## src/rtl/pulpino_byte_word_reader.sv

```systemverilog
// Byte-to-word reader: collects four bytes from the flicker handshake, LSB first,
// and hands each assembled word to a one-entry valid/ready holding register.
module pulpino_byte_word_reader #(
    parameter int unsigned TIMEOUT_CYCLES = 1024
) (
    input  logic        clk,
    input  logic        rst,
    input  logic [7:0]  in_data,
    input  logic        did_byte_write_flicker,
    input  logic        did_word_write_flicker,
    output logic        did_byte_read_flicker,
    output logic        did_word_read_flicker,
    output logic        enable,
    output logic [31:0] word_data,
    output logic        word_valid,
    input  logic        word_ready,
    output logic        proto_error,
    output logic        timeout_error,
    input  logic        err_clear
);

    typedef enum logic [1:0] {StIdle, StBytes, StWordAck, StWaitLow} state_e;

    state_e      state_q, state_d;
    logic [1:0]  cnt_q, cnt_d;
    logic [31:0] buf_q, buf_d;
    logic [31:0] tcnt_q, tcnt_d;
    logic [31:0] data_q, data_d;
    logic        byte_ack_q, byte_ack_d;
    logic        word_ack_q, word_ack_d;
    logic        valid_q, valid_d;
    logic        enable_q, enable_d;
    logic        perr_q, perr_d;
    logic        terr_q, terr_d;

    logic pending, capture, waiting, perr_set, terr_set;

    assign pending = did_byte_write_flicker != byte_ack_q;

    always_comb begin
        state_d    = state_q;
        cnt_d      = cnt_q;
        buf_d      = buf_q;
        tcnt_d     = tcnt_q;
        data_d     = data_q;
        byte_ack_d = byte_ack_q;
        word_ack_d = word_ack_q;
        valid_d    = valid_q;
        capture    = 1'b0;
        waiting    = 1'b0;
        perr_set   = 1'b0;
        terr_set   = 1'b0;

        if (valid_q && word_ready) begin
            valid_d = 1'b0;
        end

        unique case (state_q)
            StIdle: begin
                if (pending) begin
                    capture = 1'b1;
                    state_d = StBytes;
                end
            end
            StBytes: begin
                if (pending) begin
                    capture = 1'b1;
                    if (cnt_q == 2'd3) begin
                        state_d = StWordAck;
                    end
                end else if (did_word_write_flicker) begin
                    perr_set   = 1'b1;
                    byte_ack_d = 1'b0;
                    word_ack_d = 1'b0;
                    cnt_d      = 2'd0;
                    state_d    = StIdle;
                end else begin
                    waiting = 1'b1;
                end
            end
            StWordAck: begin
                // A full holding register is backpressure, not a stalled writer.
                if (did_word_write_flicker) begin
                    if (!valid_q || word_ready) begin
                        data_d     = buf_q;
                        valid_d    = 1'b1;
                        word_ack_d = 1'b1;
                        state_d    = StWaitLow;
                    end
                end else begin
                    waiting = 1'b1;
                end
            end
            StWaitLow: begin
                if (!did_word_write_flicker) begin
                    word_ack_d = 1'b0;
                    state_d    = StIdle;
                end else begin
                    waiting = 1'b1;
                end
            end
            default: state_d = StIdle;
        endcase

        if (capture) begin
            buf_d[{cnt_q, 3'b000} +: 8] = in_data;
            cnt_d      = cnt_q + 2'd1;
            byte_ack_d = did_byte_write_flicker;
        end

        if (capture || state_d != state_q) begin
            tcnt_d = 32'd0;
        end else if (waiting) begin
            if (TIMEOUT_CYCLES != 0 && tcnt_q == 32'(TIMEOUT_CYCLES - 1)) begin
                terr_set   = 1'b1;
                byte_ack_d = 1'b0;
                word_ack_d = 1'b0;
                cnt_d      = 2'd0;
                tcnt_d     = 32'd0;
                state_d    = StIdle;
            end else begin
                tcnt_d = tcnt_q + 32'd1;
            end
        end

        perr_d   = perr_set | (perr_q & ~err_clear);
        terr_d   = terr_set | (terr_q & ~err_clear);
        enable_d = (state_d == StIdle) & ~(perr_d | terr_d);
    end

    always_ff @(posedge clk) begin
        if (rst) begin
            state_q    <= StIdle;
            cnt_q      <= 2'd0;
            buf_q      <= 32'd0;
            tcnt_q     <= 32'd0;
            data_q     <= 32'd0;
            byte_ack_q <= 1'b0;
            word_ack_q <= 1'b0;
            valid_q    <= 1'b0;
            enable_q   <= 1'b0;
            perr_q     <= 1'b0;
            terr_q     <= 1'b0;
        end else begin
            state_q    <= state_d;
            cnt_q      <= cnt_d;
            buf_q      <= buf_d;
            tcnt_q     <= tcnt_d;
            data_q     <= data_d;
            byte_ack_q <= byte_ack_d;
            word_ack_q <= word_ack_d;
            valid_q    <= valid_d;
            enable_q   <= enable_d;
            perr_q     <= perr_d;
            terr_q     <= terr_d;
        end
    end

    assign did_byte_read_flicker = byte_ack_q;
    assign did_word_read_flicker = word_ack_q;
    assign enable                = enable_q;
    assign word_data             = data_q;
    assign word_valid            = valid_q;
    assign proto_error           = perr_q;
    assign timeout_error         = terr_q;

endmodule

```

## config.mk

```make
export PLATFORM = sky130hd
export DESIGN_NAME = pulpino_byte_word_reader
export DESIGN_NICKNAME = d
export VERILOG_FILES = /design/src/rtl/pulpino_byte_word_reader.sv
export SDC_FILE = /design/constraint.sdc
export NUM_CORES = 1
export LEC_CHECK = 0
export ABC_AREA = 1
export CORE_MARGIN = 4
export CORE_UTILIZATION = 58
export CTS_CLUSTER_SIZE = 12
export DETAILED_ROUTE_END_ITERATION = 8
export PLACE_DENSITY = 0.81
export REMOVE_ABC_BUFFERS = 1
export SLEW_MARGIN = 40
export SYNTH_ARGS = -nofsm -noshare
export SYNTH_HDL_FRONTEND = slang
export SYNTH_SLANG_ARGS = --single-unit
```

## constraint.sdc

```tcl
create_clock -name clk -period 2.3 [get_ports clk]
set_input_delay 0.46 -clock clk [delete_from_list [all_inputs] [get_ports clk]]
set_output_delay 0.46 -clock clk [all_outputs]
set_load 0.02 [all_outputs]
```

==> results.md, run 1 <==
- The maximum operating frequency is roughly 520 MHz.
- The initial antenna violation count came to 0.
- For this design, the slowest cell found on the critical path is dfxtp_1.
- The floorplan step set the die height to ~110 um.
- The sequential element share of the synthesized area is a little under 40%.
- Port buffering added 51 buffers.
- The number of clock sinks seen by CTS is 106.
- At the pin with the least slew margin, the transition time is between 300 and 400 ps.
- The row count is 35.
- The required time at the worst-slack endpoint is roughly 2600 ps.
- The critical path goes through ha_1 -> inv_1 -> nor2_4 -> nand2_1 -> nand3b_1 -> nor2_1 -> nand2_1 -> nand2_1 -> a21oi_1.
- The number of top-level pins is 52.
- The maximum level of the CTS H-tree is 3.
- The CTS tree is built.
- The critical path start-end classification is flip-flop to flip-flop.
- For the worst setup path, the data arrival time is 2190 ps.
- The unique cell type count in the Yosys netlist is 31.
- The worst-path maximum fanout is 7.
- The core box area is roughly 9200 sq um.
- The area enclosed by the die boundary is around 11000 sq um.
- After clock tree synthesis, the clock-pin slew on the worst setup and hold paths is 100 ps.
- The number of global-route vias before repair was about 4900.
- The residual overflow from global routing is 0.
- Yosys instantiated no cell more often than nand2_1.
- The post-detailed-route DRC marker count is 0.
- The post-route antenna net violation count is 0.
- The compound-gate portion of the synthesized area is between 8 and 9%.
- The overall track demand over capacity in global routing is roughly a quarter.
- The number of storage elements in the synthesis netlist is between 100 and 150.
- The number of gates resized after CTS was 0.
- Cells with a size suffix above 1 make up roughly 6.5% of the layout.
- The critical path startpoint category is a flip-flop.
- Setup violations remaining at the end of the flow were counted as 0.
- Yosys mapped a number of flops with a built-in enable equal to 0.
- Counting flops with an async set or reset pin after synthesis yields a share of 0%.
- In this run the power spent charging and discharging nets is about 940 uW.
- The flow ran to the end, and the final reports show no timing, DRC or antenna violations.
- Fill cells in the final layout number 850.
- The part of the power in registers is a little over half.
- After clock tree synthesis, the flow added hold-fix buffers numbering 0.
- The post-DP HPWL is roughly 10000 um.
- The parity-gate share of the synthesized area counting xor and xnor cells is less than 1%.
- By count the netlist is led by nand2_1 (209), nor2_1 (186), dfxtp_1 (106).
- The internal power component is 2480 uW.
- The multi-input combinational cells in the finished layout cover a total of 2810 sq um.
- For this block, the routed nets add up to ~13000 um of wire.
- The global-route wire length before repair is 22800 um.
- The clock root buffer is clkbuf_8.
- After synthesis, the largest area contributor takes up between 30% and 40% of total cell area.
- In the final design database the tool counted between 900 and 1000 nets.
- The largest net degree at the start of global routing is 38.
- The adder-cell share of the synthesized area is approximately 1.6%.
- The number of buffers on the longest clock path is 2.
- In this run the power density over the cells is 548 nW/um^2.
- The overall die width is roughly 110 um.
- The final number of max-transition violations is 0.
- The part of the cycle the worst path needs is a little over four fifths.
- In this run, the combinational gates consume ~10% of the power.
- The max-cap check violation count is 0.
- Compared with the post-synthesis result, the final layout area differs by 14.2%.
- Yosys attributes the largest share of cell area to dfxtp_1 (39%), nand2_1 (14%), nor2_1 (13%).
- The largest family of logic cells by synthesized area is simple AND/OR/NAND/NOR gates.
- The overall power of the completed layout is about 3400 uW.
- The final period demand of the worst path is around 1900 ps.
- Net switching is around 27% of the power.
- Dividing the synthesized area by the synthesized cell count gives 6.41 sq um.
- Among all flip-flop cells after synthesis, the most frequent one is dfxtp_1.
- The worst pin sits at a relative slew slack of 74.9%.
- Routability-driven placement finished with a final weighted congestion of 0.956.
- Clock skew on the completed layout was measured at between 10 and 15 ps.
- The tightest min-delay check is of the flip-flop to flip-flop type.
- The overall via count from detail_route is 5276.
- The number of buffers added by the clock tree synthesis step is 9.
- The synthesized design spends more area on one cell type than any other, namely dfxtp_1.
- For this design the static power due to leakage is about 0.0025 uW.
- The share of cell area taken by muxes after synthesis is 0%.
- The post-synthesis instance area is between 5000 and 6000 sq um.
- The first-iteration detailed-routing DRC count is between 300 and 400.
- For this run, the slowest stage of the critical path takes approximately 430 ps.
- After technology mapping, the gate count stands at ~850.
- In the final layout, flip-flops and latches occupy 2120 sq um.
- Setup repair after global routing left no endpoint under its margin.
- The number of hold violations in the final report came to 0.
- The worst ir drop on vdd is roughly 0.56 mV.
- After Yosys synthesis, and, or, nand and nor cells account for approximately two fifths of the synthesized area.
- The routed via count divided by cell count is about 5.2.
- The number of antenna diodes in the final layout is 0.
- The insertion delay of the later-clocked pin in the worst-skew pair is between 300 and 400 ps.
- The clock share of power is a little over a third.
- The initial utilization of the core area, before any placement, comes to about three fifths.
- The count of TritonRoute iterations in the first routing pass is 5.
- In the final timing run, aggregate negative setup slack is 0 ps.
- In this run the post-CTS setup repair buffer count came out at 0.
- The most used cell along the critical path is nand2_1.
- The final routed wire length divided by cell count is around 13 um.
- The number of warning messages in the yosys log is 0.
- The type of element capturing the critical path is a flip-flop.
==> sequential cells by signal, indices dropped and copies added, names as in the netlist <==
signal	count
word_valid	1
buf_q	32
timeout_error	1
cnt_q	2
state_q	2
word_data	32
enable	1
did_word_read_flicker	1
did_byte_read_flicker	1
proto_error	1
tcnt_q	32
==> layout make-up <==
type | count | share of cell area, %
Multi-Input combinational cell | 623 | 45.1
Sequential cell | 106 | 34.0
Timing Repair Buffer | 62 | 9.92
Inverter | 92 | 5.54
Tap cell | 111 | 2.23
Clock buffer | 9 | 1.99
Clock inverter | 6 | 1.20
==> cells in the final DEF (no fill, tap or decap), types with 2 or more instances in the layout <==
cell / count
nand2_1: 209
clkbuf_8: 9
nand4_1: 13
nand3_1: 72
nand2_2: 3
inv_1: 86
dfxtp_1: 106
buf_4: 9
nand2_4: 2
a21oi_1: 39
clkinv_4: 2
nor2_1: 186
nor2_4: 3
clkdlybuf4s50_1: 51
o21ai_0: 40
nor2_2: 14
nor3_1: 12
xor2_1: 4
nand3_2: 2
inv_2: 5
buf_12: 2
nand3b_1: 3
o21ai_1: 7
ha_1: 7
==> critical path, delay by kind of cell (launching register included) <==
| family | cells | cell delay [ps] |
|---|---|---|
| and+or+nand+nor | 6 | 940 |
| buffers and inverters | 1 | 100 |
| adders and majority gates | 1 | 270 |
| DFF | 1 | 430 |
| AOI/OAI and AO/OA | 1 | 70 |
==> power groups by stage <==
stage                     Sequential (uW)  Clock [uW]  Combinational [uW]
after global placement               1920           0                 334
after detailed placement             1920           0                 345
after floorplan                      1920           0                 208
final                                1880        1190                 349
after global routing                 1880        1290                 390
after CTS                            1880        1220                 346
==> per-layer routing <==
metal,GRT usage [%],routed length (um),share of wire [%],vias to the layer above
met2,37.1,5700,43,161
met5,0,0,0,-
li1,-,-,-,2750
met3,4.57,786,5.9,12
met4,6.28,146,1.1,0
met1,37.3,6620,50,2353
==> cells by family after synthesis <==
| group | after synthesis |
|---|---|
| simple gates | 522 |
| flops | 106 |
| fa+ha+maj | 7 |
| buf+inv | 122 |
| xor+xnor | 5 |
| compound gates | 89 |
==> per-stage QoR <==
step / area [sq um] / worst slack, ps / utilization, % / instances / hold slack [ps]
floorplan: 5280 / 406 / - / 821 / 435
global placement: 6030 / 155 / 65.6 / 994 / 454
detailed placement: 6030 / 100 / 65.6 / 994 / 456
CTS: 6230 / 375 / 67.8 / 1009 / 470
global route: 6230 / 184 / 67.8 / 1009 / 488
finish: 6230 / 373 / 67.8 / 1009 / 471
==> final timing paths <==
check / start / endpoint / slack (ps) / depth (start not counted)
max: tcnt_q[0]$_SDFFE_PP0N_ / cnt_q[0]$_SDFF_PP0_ / 370 / 9
min: buf_q[21]$_SDFFE_PP0P_ / buf_q[21]$_SDFFE_PP0P_ / 470 / 2
max reg2reg: tcnt_q[0]$_SDFFE_PP0N_ / cnt_q[0]$_SDFF_PP0_ / 370 / 9
min reg2reg: buf_q[21]$_SDFFE_PP0P_ / buf_q[21]$_SDFFE_PP0P_ / 470 / 2
(Power assumes the default switching activity.)
==> inputs of run 2 (changes only) <==
CORE_UTILIZATION = 52   (was 58)
PLACE_DENSITY = 0.76   (was 0.81)
clock period = 1.64 ns   (was 2.3 ns; I/O delays follow)
==> results.md, run 2 (same netlist as run 1, synthesis figures left out) <==
- The timing startpoint of the critical path is tcnt_q[0]$_SDFFE_PP0N_.
- The worst hold path begins at did_byte_write_flicker.
- The initial antenna violation count is 0 (unchanged).
- The count of TritonRoute iterations in the first routing pass came to 6 (+1).
- The starting density of the core is 53.1% (-6.2 points).
- The utilization of the core after routing was 67.0% (-0.81 points).
- The number of nets in the final layout is 972 (+6.2%).
- The number of I/O port buffers came to 51 (unchanged).
- The insertion delay of the later-clocked pin in the worst-skew pair is 390 ps (about the same).
- The final number of max-transition violations is 0 (unchanged).
- The overall die width is 110 um (+5.2%).
- The number of buffers on the longest clock path came to 2 (unchanged).
- met1 is the most crowded layer.
- The class of the worst hold path is input port to flip-flop.
- Setup repair after global routing could not meet its margin everywhere.
- The number of clock sinks seen by CTS is 106 (unchanged).
- The overall track demand over capacity in global routing came to 22.9% (-2.1 points).
- The cell area after layout was 6880 sq um (+10%).
- The die extent in y is 110 um (+5.2%).
- The final period demand of the worst path is 1560 ps (-365 ps).
- The hold buffer count at cts was 0 (unchanged).
- The routed via count divided by cell count is 5.03 (-3.9%).
- The global-route wire length before repair is 23500 um (+3.1%).
- The post-DP HPWL came to 10100 um (+3.1%).
- Leaving out fill and tap cells, the most frequent cell in the layout is nand2_1.
- The largest net degree at the start of global routing came to 37 (-2.6%).
- The data arrival time of the critical path is 1890 ps (-300 ps).
- The final setup violation count came to 0 (unchanged).
- The final routed wire length divided by cell count is 12.8 um (-2.5%).
- The flow ran to the end, and the final reports show no timing, DRC or antenna violations.
- The post-route antenna net violation count is 0 (unchanged).
- The wire length after detailed routing is 14000 um (+5.5%).
- The critical path start-end classification is flip-flop to flip-flop.
- The terminating pin of the worst hold path is did_byte_read_flicker$_SDFF_PP0_.
- The maximum operating frequency is 640 MHz (+23%).
- The hold path depth is 3 (+1).
- Clock tree synthesis selected as its root buffer the cell clkbuf_8.
- The relative max-transition margin is 75.2% (+0.35 points).
- The path depth of the worst reg2reg path is 9 (unchanged).
- The fraction of final layout cells with drive strength greater than 1 came to 16.9% (+10 points).
- The critical path startpoint category is a flip-flop.
- The met2 capacity usage during global routing came to 33.6% (-3.5 points).
- The area enclosed by the die boundary is 12200 sq um (+11%).
- The worst reg2reg path startpoint is tcnt_q[0]$_SDFFE_PP0N_.
- In this run the critical register-to-register path is captured at timeout_error$_SDFF_PP0_.
- The top cell types in the final layout, fill and taps aside, are nand2_1 (202), nor2_1 (166), dfxtp_1 (91), inv_1 (84), nand3_1 (71).
- The relative area change from synthesis to final layout is 26.1%.
- The worst clock skew on the final layout is 14.1 ps (+2.87 ps).
- The worst ir drop on vdd is 0.766 mV (+37%).
- The max-cap check violation count is 0 (unchanged).
- The instance area after placement is 6470 sq um (+7.2%).
- The met3 track demand over resource came to 6.30% (+1.7 points).
- The residual overflow from global routing came to 0 (unchanged).
- The row count is 37 (+5.7%).
- The core box area is 10300 sq um (+12%).
- The setup slack of the most critical reg-to-reg path is 80 ps (-300 ps).
- The routability congestion estimate is 0.949 (-0.78%).
- The global routing usage on met1 is 33.7% (-3.6 points).
- The power density over cell area is 709 nW/um^2 (+29%).
- The overall via count from detail_route is 5489 (+4.0%).
- The number of top-level pins is 52 (unchanged).
- The CTS tree is built.
- The type of element capturing the critical path is a flip-flop.
- The clock edge transition at the registers on the reported setup and hold paths was 100 ps (about the same).
- The first-iteration detailed-routing DRC count is 306 (-17%).
- The measured slew at the worst slew-check pin is 371 ps (-4.27 ps).
- The required time at the worst-slack endpoint is 1970 ps (-600 ps).
- The number of global-route vias before repair is 5044 (+2.8%).
- The overall power of the completed layout was 4880 uW (+43%).
- The maximum level of the CTS H-tree is 3 (unchanged).
- The leakage power came to 0.00306 uW (+21%).
- The worst-path maximum fanout is 5 (-2).
- The summed negative setup slack over all endpoints came to 0 ps (unchanged).
- The part of the cycle the worst path needs came to 95.3% (+11 points).
- The number of buffers added by the clock tree synthesis step was 9 (unchanged).
- The post-detailed-route DRC marker count was 0 (unchanged).
- The number of hold violations in the final report is 0 (unchanged).
- The number of diodes added for antenna fixing is 0 (unchanged).
-- run 2: cell types whose count changed in the layout (fill, tap and decap cells not counted), sizes merged, moves of 2 or more --
cell	previous run	this run
clkdlybuf4s50	51	11
dlymetal6s2s	0	2
clkbuf	9	14
buf	11	65
dlygate4sd2	0	38
-- run 2: power breakdown --
group / internal [uW] / switching (uW)
Clock: 719 / 924
Combinational: 234 / 379
Sequential: 2600 / 24.7
Total: 3550 / 1330
-- run 2: metrics by stage --
step	hold slack, ps	worst slack (ps)	cells
2_1_floorplan	397	-254	821
6_report	297	77.4	1092
5_1_grt	309	-26.8	1092
4_1_cts	472	-15.5	1086
3_3_place_gp	452	-329	1068
3_5_place_dp	457	-349	1068
-- run 2: layer usage --
layer | part of all wire, % | routed length [um]
met1 | 50 | 6990
met2 | 42 | 5850
met3 | 6.7 | 937
met4 | 1.5 | 206
met5 | 0 | 0
-- run 2: worst max-delay path by stage --
stage                     cells after the start  slack, ps                  endpoint
after global placement                       11       -330   tcnt_q[15]$_SDFFE_PP0N_
after floorplan                               8       -250    tcnt_q[4]$_SDFFE_PP0N_
final                                         9         80  timeout_error$_SDFF_PP0_
after global routing                          9        -30  timeout_error$_SDFF_PP0_
after detailed placement                     10       -350    buf_q[13]$_SDFFE_PP0P_
after CTS                                     7        -20     buf_q[7]$_SDFFE_PP0P_
-- run 2: layout make-up --
type / count / area, sq um
Inverter: 92 / 348
Sequential cell: 106 / 2150
Tap cell: 136 / 170
Multi-Input combinational cell: 623 / 2950
Clock buffer: 11 / 131
Clock inverter: 5 / 61.3
Timing Repair Buffer: 119 / 1080
Fill cell: 951 / 3400
-- run 2: what timing repair did --
item / 4_1_cts / 5_1_grt
endpoints found under the setup margin: 55 / 70
setup buffers: 2 / 4
cloned: 0 / 2
gates resized for setup: 39 / 65
pin swaps: 1 / 6
-- run 2: critical path, cell delays in order, from the launching register on --
cell	delay [ps]
dfxtp_2	370
ha_4	140
inv_1	60
nor2_4	190
nand2_2	80
nand3b_1	170
nor2_2	150
nand2_2	100
buf_4	140
a21oi_2	100
